==> config.mk <==
export PLATFORM = sky130hd
export DESIGN_NAME = lstm_cell_state_update
export DESIGN_NICKNAME = d
export VERILOG_FILES = /design/src/rtl/lstm_cell_state_update.sv
export SDC_FILE = /design/constraint.sdc
export NUM_CORES = 2
export LEC_CHECK = 0
export CAP_MARGIN = 20
export CORE_MARGIN = 2
export CORE_UTILIZATION = 50
export DETAILED_ROUTE_END_ITERATION = 6
export PLACE_DENSITY = 0.66
export RECOVER_POWER = 50
export SYNTH_ARGS = -nofsm -noshare
export SYNTH_HDL_FRONTEND = slang
export SYNTH_SLANG_ARGS = --single-unit
==> constraint.sdc <==
create_clock -name clock -period 6.7 [get_ports clock]
set_clock_uncertainty 0.15 [all_clocks]
set_input_delay 2.01 -clock clock [delete_from_list [all_inputs] [get_ports clock]]
set_output_delay 2.01 -clock clock [all_outputs]
set_load 0.005 [all_outputs]
==> src/rtl/lstm_cell_state_update.sv <==
// Element-wise LSTM cell-state update c_new = f*c_prev + i*g, with an internal
// per-element cell-state memory that is zeroed after reset or on a clear request.
module lstm_cell_state_update #(
    parameter int BITWIDTH = 18,
    parameter int FRAC     = 12,
    parameter int NELEM    = 32,
    parameter int ADDRW    = 5
) (
    input  logic                       clock,
    input  logic                       reset,
    input  logic                       clear_state,
    input  logic                       valid_in,
    output logic                       in_ready,
    input  logic signed [BITWIDTH-1:0] gate_i,
    input  logic signed [BITWIDTH-1:0] gate_f,
    input  logic signed [BITWIDTH-1:0] gate_g,
    output logic                       valid_out,
    output logic signed [BITWIDTH-1:0] c_out,
    output logic [ADDRW-1:0]           idx_out,
    output logic                       last_out
);
    localparam logic [1:0] ST_CLEAR = 2'd0;
    localparam logic [1:0] ST_RUN   = 2'd1;
    localparam logic [1:0] ST_DRAIN = 2'd2;

    localparam int PW = 2 * BITWIDTH;
    localparam int SW = BITWIDTH + 2;
    localparam logic [ADDRW-1:0]     LAST_IDX = ADDRW'(NELEM - 1);
    localparam logic signed [SW-1:0] SAT_MAX  = SW'((2 ** (BITWIDTH - 1)) - 1);
    localparam logic signed [SW-1:0] SAT_MIN  = SW'(-(2 ** (BITWIDTH - 1)));

    // Full-width product, floored back to Q-format; gates in [-1,1] keep it within BITWIDTH+1 bits.
    function automatic logic signed [BITWIDTH:0] mul_q(input logic signed [BITWIDTH-1:0] a,
                                                       input logic signed [BITWIDTH-1:0] b);
        logic signed [PW-1:0] prod;
        prod = PW'(a) * PW'(b);
        prod = prod >>> FRAC;
        return prod[BITWIDTH:0];
    endfunction

    function automatic logic signed [BITWIDTH-1:0] saturate(input logic signed [SW-1:0] x);
        if (x > SAT_MAX) return {1'b0, {(BITWIDTH-1){1'b1}}};
        if (x < SAT_MIN) return {1'b1, {(BITWIDTH-1){1'b0}}};
        return x[BITWIDTH-1:0];
    endfunction

    logic [1:0]       state;
    logic [ADDRW-1:0] idx;
    logic [ADDRW-1:0] clr_addr;
    logic             accept;

    logic signed [BITWIDTH-1:0] mem [NELEM];

    logic signed [BITWIDTH-1:0] gi_p0, gf_p0, gg_p0;
    logic [ADDRW-1:0]           addr_p0;
    logic                       vld_p0;
    logic signed [BITWIDTH-1:0] gi_p1, gf_p1, gg_p1, cprev_p1;
    logic [ADDRW-1:0]           addr_p1;
    logic                       vld_p1;
    logic signed [BITWIDTH:0]   pf_p2, pi_p2;
    logic [ADDRW-1:0]           addr_p2;
    logic                       vld_p2;

    logic signed [SW-1:0]       sum_p2;
    logic signed [BITWIDTH-1:0] c_new;
    logic                       mem_we;
    logic [ADDRW-1:0]           mem_waddr;
    logic signed [BITWIDTH-1:0] mem_wdata;

    assign in_ready = (state == ST_RUN);
    assign accept   = valid_in && in_ready && !clear_state;
    assign sum_p2   = SW'(pf_p2) + SW'(pi_p2);
    assign c_new    = saturate(sum_p2);

    // The pipeline is always empty while clearing, so the two writers never collide.
    always_comb begin
        mem_we    = (state == ST_CLEAR) || vld_p2;
        mem_waddr = addr_p2;
        mem_wdata = c_new;
        if (state == ST_CLEAR) begin
            mem_waddr = clr_addr;
            mem_wdata = '0;
        end
    end

    always_ff @(posedge clock) begin
        if (!reset) begin
            state     <= ST_CLEAR;
            idx       <= '0;
            clr_addr  <= '0;
            vld_p0    <= 1'b0;
            vld_p1    <= 1'b0;
            vld_p2    <= 1'b0;
            valid_out <= 1'b0;
            c_out     <= '0;
            idx_out   <= '0;
            last_out  <= 1'b0;
        end else begin
            vld_p0    <= accept;
            vld_p1    <= vld_p0;
            vld_p2    <= vld_p1;
            valid_out <= vld_p2;
            if (vld_p2) begin
                c_out    <= c_new;
                idx_out  <= addr_p2;
                last_out <= (addr_p2 == LAST_IDX);
            end
            case (state)
                ST_CLEAR: begin
                    idx <= '0;
                    if (clr_addr == LAST_IDX) begin
                        clr_addr <= '0;
                        state    <= ST_RUN;
                    end else begin
                        clr_addr <= clr_addr + 1'b1;
                    end
                end
                ST_RUN: begin
                    if (clear_state) begin
                        state <= ST_DRAIN;
                        idx   <= '0;
                    end else if (accept) begin
                        idx <= (idx == LAST_IDX) ? '0 : idx + 1'b1;
                    end
                end
                ST_DRAIN: begin
                    idx      <= '0;
                    clr_addr <= '0;
                    if (!(vld_p0 || vld_p1 || vld_p2)) state <= ST_CLEAR;
                end
                default: state <= ST_CLEAR;
            endcase
        end
    end

    always_ff @(posedge clock) begin
        // stage 0: gates and element address
        gi_p0    <= gate_i;
        gf_p0    <= gate_f;
        gg_p0    <= gate_g;
        addr_p0  <= idx;
        // stage 1: previous cell state read
        gi_p1    <= gi_p0;
        gf_p1    <= gf_p0;
        gg_p1    <= gg_p0;
        cprev_p1 <= mem[addr_p0];
        addr_p1  <= addr_p0;
        // stage 2: Q-format products
        pf_p2    <= mul_q(gf_p1, cprev_p1);
        pi_p2    <= mul_q(gi_p1, gg_p1);
        addr_p2  <= addr_p1;
        if (mem_we) mem[mem_waddr] <= mem_wdata;
    end
endmodule

==> summary.txt <==
Outcome
  – Status: finished with violations
  – Violated checks: max-capacitance violations, max-slew violations

Synth
  – Syn Nets: about 4500
  – Synthesized area per cell: approximately 13 sq um
  – EDFF count, synth: ~580
  – Synth area leaders: edfxtp_1 (35%), fa_1 (23%), dfxtp_1 (8.9%)
  – Post-synth top area share: 0.3520
  – Synthesized cell area: 49140 sq um
  – Synth Flop Type: edfxtp_1
  – Post-synthesis cell type count: 67
  – Leading area contributor after synthesis: edfxtp_1
  – Post-synthesis sequential area ratio: 0.4412
  – Flops & latches, synth: between 700 and 800
  – Ys async rst share: 0
  – Post-Synthesis Cells: between 3000 and 4000
  – Most frequent cells after synthesis: inv_1 (691), edfxtp_1 (576), fa_1 (571), nand2_1 (320), and2_1 (303)
  – Warnings from Yosys: 0
  – Most common cell in the synthesized netlist: inv_1

Floorplanning
  – Core Area: 96990 sq um
  – Boundary Pins: 84
  – Chip height: 317.5 um
  – Initial core utilization: 0.5066
  – Site Rows: around 110
  – Chip width: around 320 um
  – Die area: 100800 sq um

Run
  – Max-Cap Viols: 14

Critical path
  – CP Launch Type: flip-flop
  – Crit Path Class: reg2reg
  – Critical Path Sink Type: flip-flop
  – Critical Path RT: roughly 7.1 ns
  – Worst EP arrival: between 6 and 7 ns
  – Crit-path max FO: 9

Layout
  – Register area: between 20000 and 25000 sq um
  – Post-Layout Cell Count: 5208
  – Synthesis-to-finish area growth: 12.12%
  – Multi-input logic area: between 20000 and 25000 sq um
  – Fillers: between 7000 and 8000
  – Antenna diode count: 0
  – Nets: ~4700
  – Share of layout cells above drive strength 1: 0.1325

Routing
  – Pre-antenna DRT Iters: 5
  – DRC errors left: 0
  – Via Count: 27790
  – Final wirelength: between 100 and 150 mm
  – Detail-routed via count per cell: roughly 5.3
  – Initial drt markers: approximately 1900
  – Routed WL per cell: roughly 21 um
  – Post-route ant nets: 0

Global routing
  – Vias in the first global route: approximately 29000
  – Largest net degree at the start of global routing: between 80 and 90
  – Initial antenna violation count: 6
  – Overflow left after global routing: 0
  – First-pass GRT wire length: between 150 and 200 mm
  – All-layer global routing usage: 0.2252

Timing
  – Slew @ Worst Pin: about 3.8 ns
  – Fin Hold WS: 0.1729 ns
  – Final Max Tran Viols: around 400
  – Final Cycle Share: 0.9567
  – Final-report hold violation count: 0
  – Final Setup Violations: 0
  – Max transition margin: -1.516
  – RSZ-0062 raised after global routing: no
  – Fmax: around 160 MHz
  – Fin crit period: about 6.4 ns

Clocking
  – H-tree levels: 3
  – Clock tree root buffer cell: clkbuf_16
  – Cts hold-fix bufs: 0
  – Max clock buf depth: 3
  – Clk slew on worst S/H paths: around 0.060 ns
  – Clock Sink Count: a little under 800
  – Clk_lat worst skew: 0.67 ns
  – Setup repair bufs after CTS: 0
  – Inserted Clock Buffers: just over 80
  – TritonCTS clock tree: yes

Power and ir drop
  – Peak supply drop: 718.2 uV
  – Lkg Pwr: approximately 22 nW
  – Pwr Density: 494.3 nW/um^2

Min path
  – Hold Crit Class: reg2reg

Placed design
  – Port bufs: between 80 and 90
  – DP HPWL: 79.75 mm
  – GPL Wtd Cong: approximately 0.85
  – Placed insts: between 5000 and 6000
[cells in the final DEF, fill, tap and decap left out, types with 24 or more instances in the layout]
master	Yosys	layout
dfxtp_2	0	24
dlygate4sd3_1	0	55
clkbuf_16	0	82
edfxtp_1	576	576
clkbuf_1	121	51
mux4_2	180	180
inv_1	691	691
fa_1	571	571
nor2_1	92	77
ha_1	187	187
buf_4	0	120
xor2_1	25	25
dfxtp_1	219	192
xnor2_1	77	77
clkdlybuf4s50_1	0	28
a21oi_1	33	33
and2_1	303	302
nand2_1	320	320
[logic make-up (layout without fill, tap and decap cells)]
group,count (synthesis),after routing,share of synthesized area
fa+ha+maj,758,758,0.2802
xor+xnor,102,102,0.01818
mux,206,206,0.08828
buf+inv,834,1087,0.06406
compound gates,177,177,0.02653
simple gates,807,807,0.08148
flops,795,795,0.4412
[final timing paths]
check | from | end | slack, ns | cells past startpoint
min reg2reg | gf_p0[14]$_DFF_P_ | gf_p1[14]$_DFF_P_ | 0.17 | 0
max reg2reg | gi_p1[8]$_DFF_P_ | pi_p2[18]$_DFF_P_ | 0.29 | 20
max | gi_p1[8]$_DFF_P_ | pi_p2[18]$_DFF_P_ | 0.29 | 20
min | gf_p0[14]$_DFF_P_ | gf_p1[14]$_DFF_P_ | 0.17 | 0
[metal layers]
metal / vias to the layer above / wire [um] / share of wire / track usage
met2: 757 / 55170 / 0.51 / 0.3860
met1: 14480 / 44580 / 0.41 / 0.2971
met3: 174 / 6076 / 0.056 / 0.03131
met5: - / 12 / 0.00011 / 0
li1: 12380 / - / - / -
met4: 2 / 3325 / 0.030 / 0.07534
[critical path: stages, from the launching register on]
cell       delay, ns
dfxtp_1         0.54
and2_1          0.20
fa_1            0.44
fa_1            0.41
ha_1            0.30
inv_1           0.05
fa_1            0.50
inv_1           0.06
fa_1            0.55
fa_1            0.42
ha_1            0.31
a2111oi_0       0.43
o21ai_0         0.16
o21ai_1         0.25
buf_4           0.19
o31ai_2         0.13
o311a_1         0.37
nor3_2          0.25
nor3_1          0.10
a2111oi_2       0.37
xnor2_1         0.10
[where the power goes]
group | total (mW) | switching, mW | leakage, nW | internal (mW)
Combinational | 16.8 | 9.20 | 13.9 | 7.58
Sequential | 5.90 | 0.174 | 7.20 | 5.73
Clock | 4.54 | 1.96 | 1.33 | 2.59
Total | 27.2 | 11.3 | 22.4 | 15.9
[what timing repair did]
action                                 4_1_cts  5_1_grt
endpoints found under the hold margin        0        0
setup endpoints to repair                    1        8
resized for setup                            1       30
[sequential cells by signal, summed over array words and instances (netlist names)]
name,cells
addr_p0,5
c_out,18
valid_out,1
gf_p0,18
addr_p2,5
idx_out,5
state,2
vld_p0,1
cprev_p1,18
vld_p1,1
gi_p1,18
clr_addr,5
idx,5
last_out,1
addr_p1,5
gi_p0,18
gg_p0,18
pi_p2,19
mem,576
vld_p2,1
gg_p1,18
pf_p2,19
gf_p1,18
[stage by stage]
stage | util | worst slack, ns | power, mW | cell area (sq um) | TNS [ns]
floorplan | - | 0.6162 | 18.58 | 49140 | 0
finish | 0.5680 | 0.2902 | 27.23 | 55090 | 0
detailed placement | 0.5410 | -0.002054 | 22.81 | 52480 | -0.002054
global route | 0.5680 | 0.002556 | 30.11 | 55090 | 0
global placement | 0.5402 | 0.1400 | 22.56 | 52400 | 0
CTS | 0.5692 | 0.009434 | 27.49 | 55200 | 0
[area by class of cell]
cell class | count | share of cell area
multi-input cells | 2050 | 0.4433
well taps | 1276 | 0.02898
repair buffers | 247 | 0.03681
inverters | 692 | 0.04715
clock buffers | 117 | 0.04245
clock inverters | 31 | 0.007063
flip-flops and latches | 795 | 0.3943
Note: power is estimated with default switching activity, not from simulation.
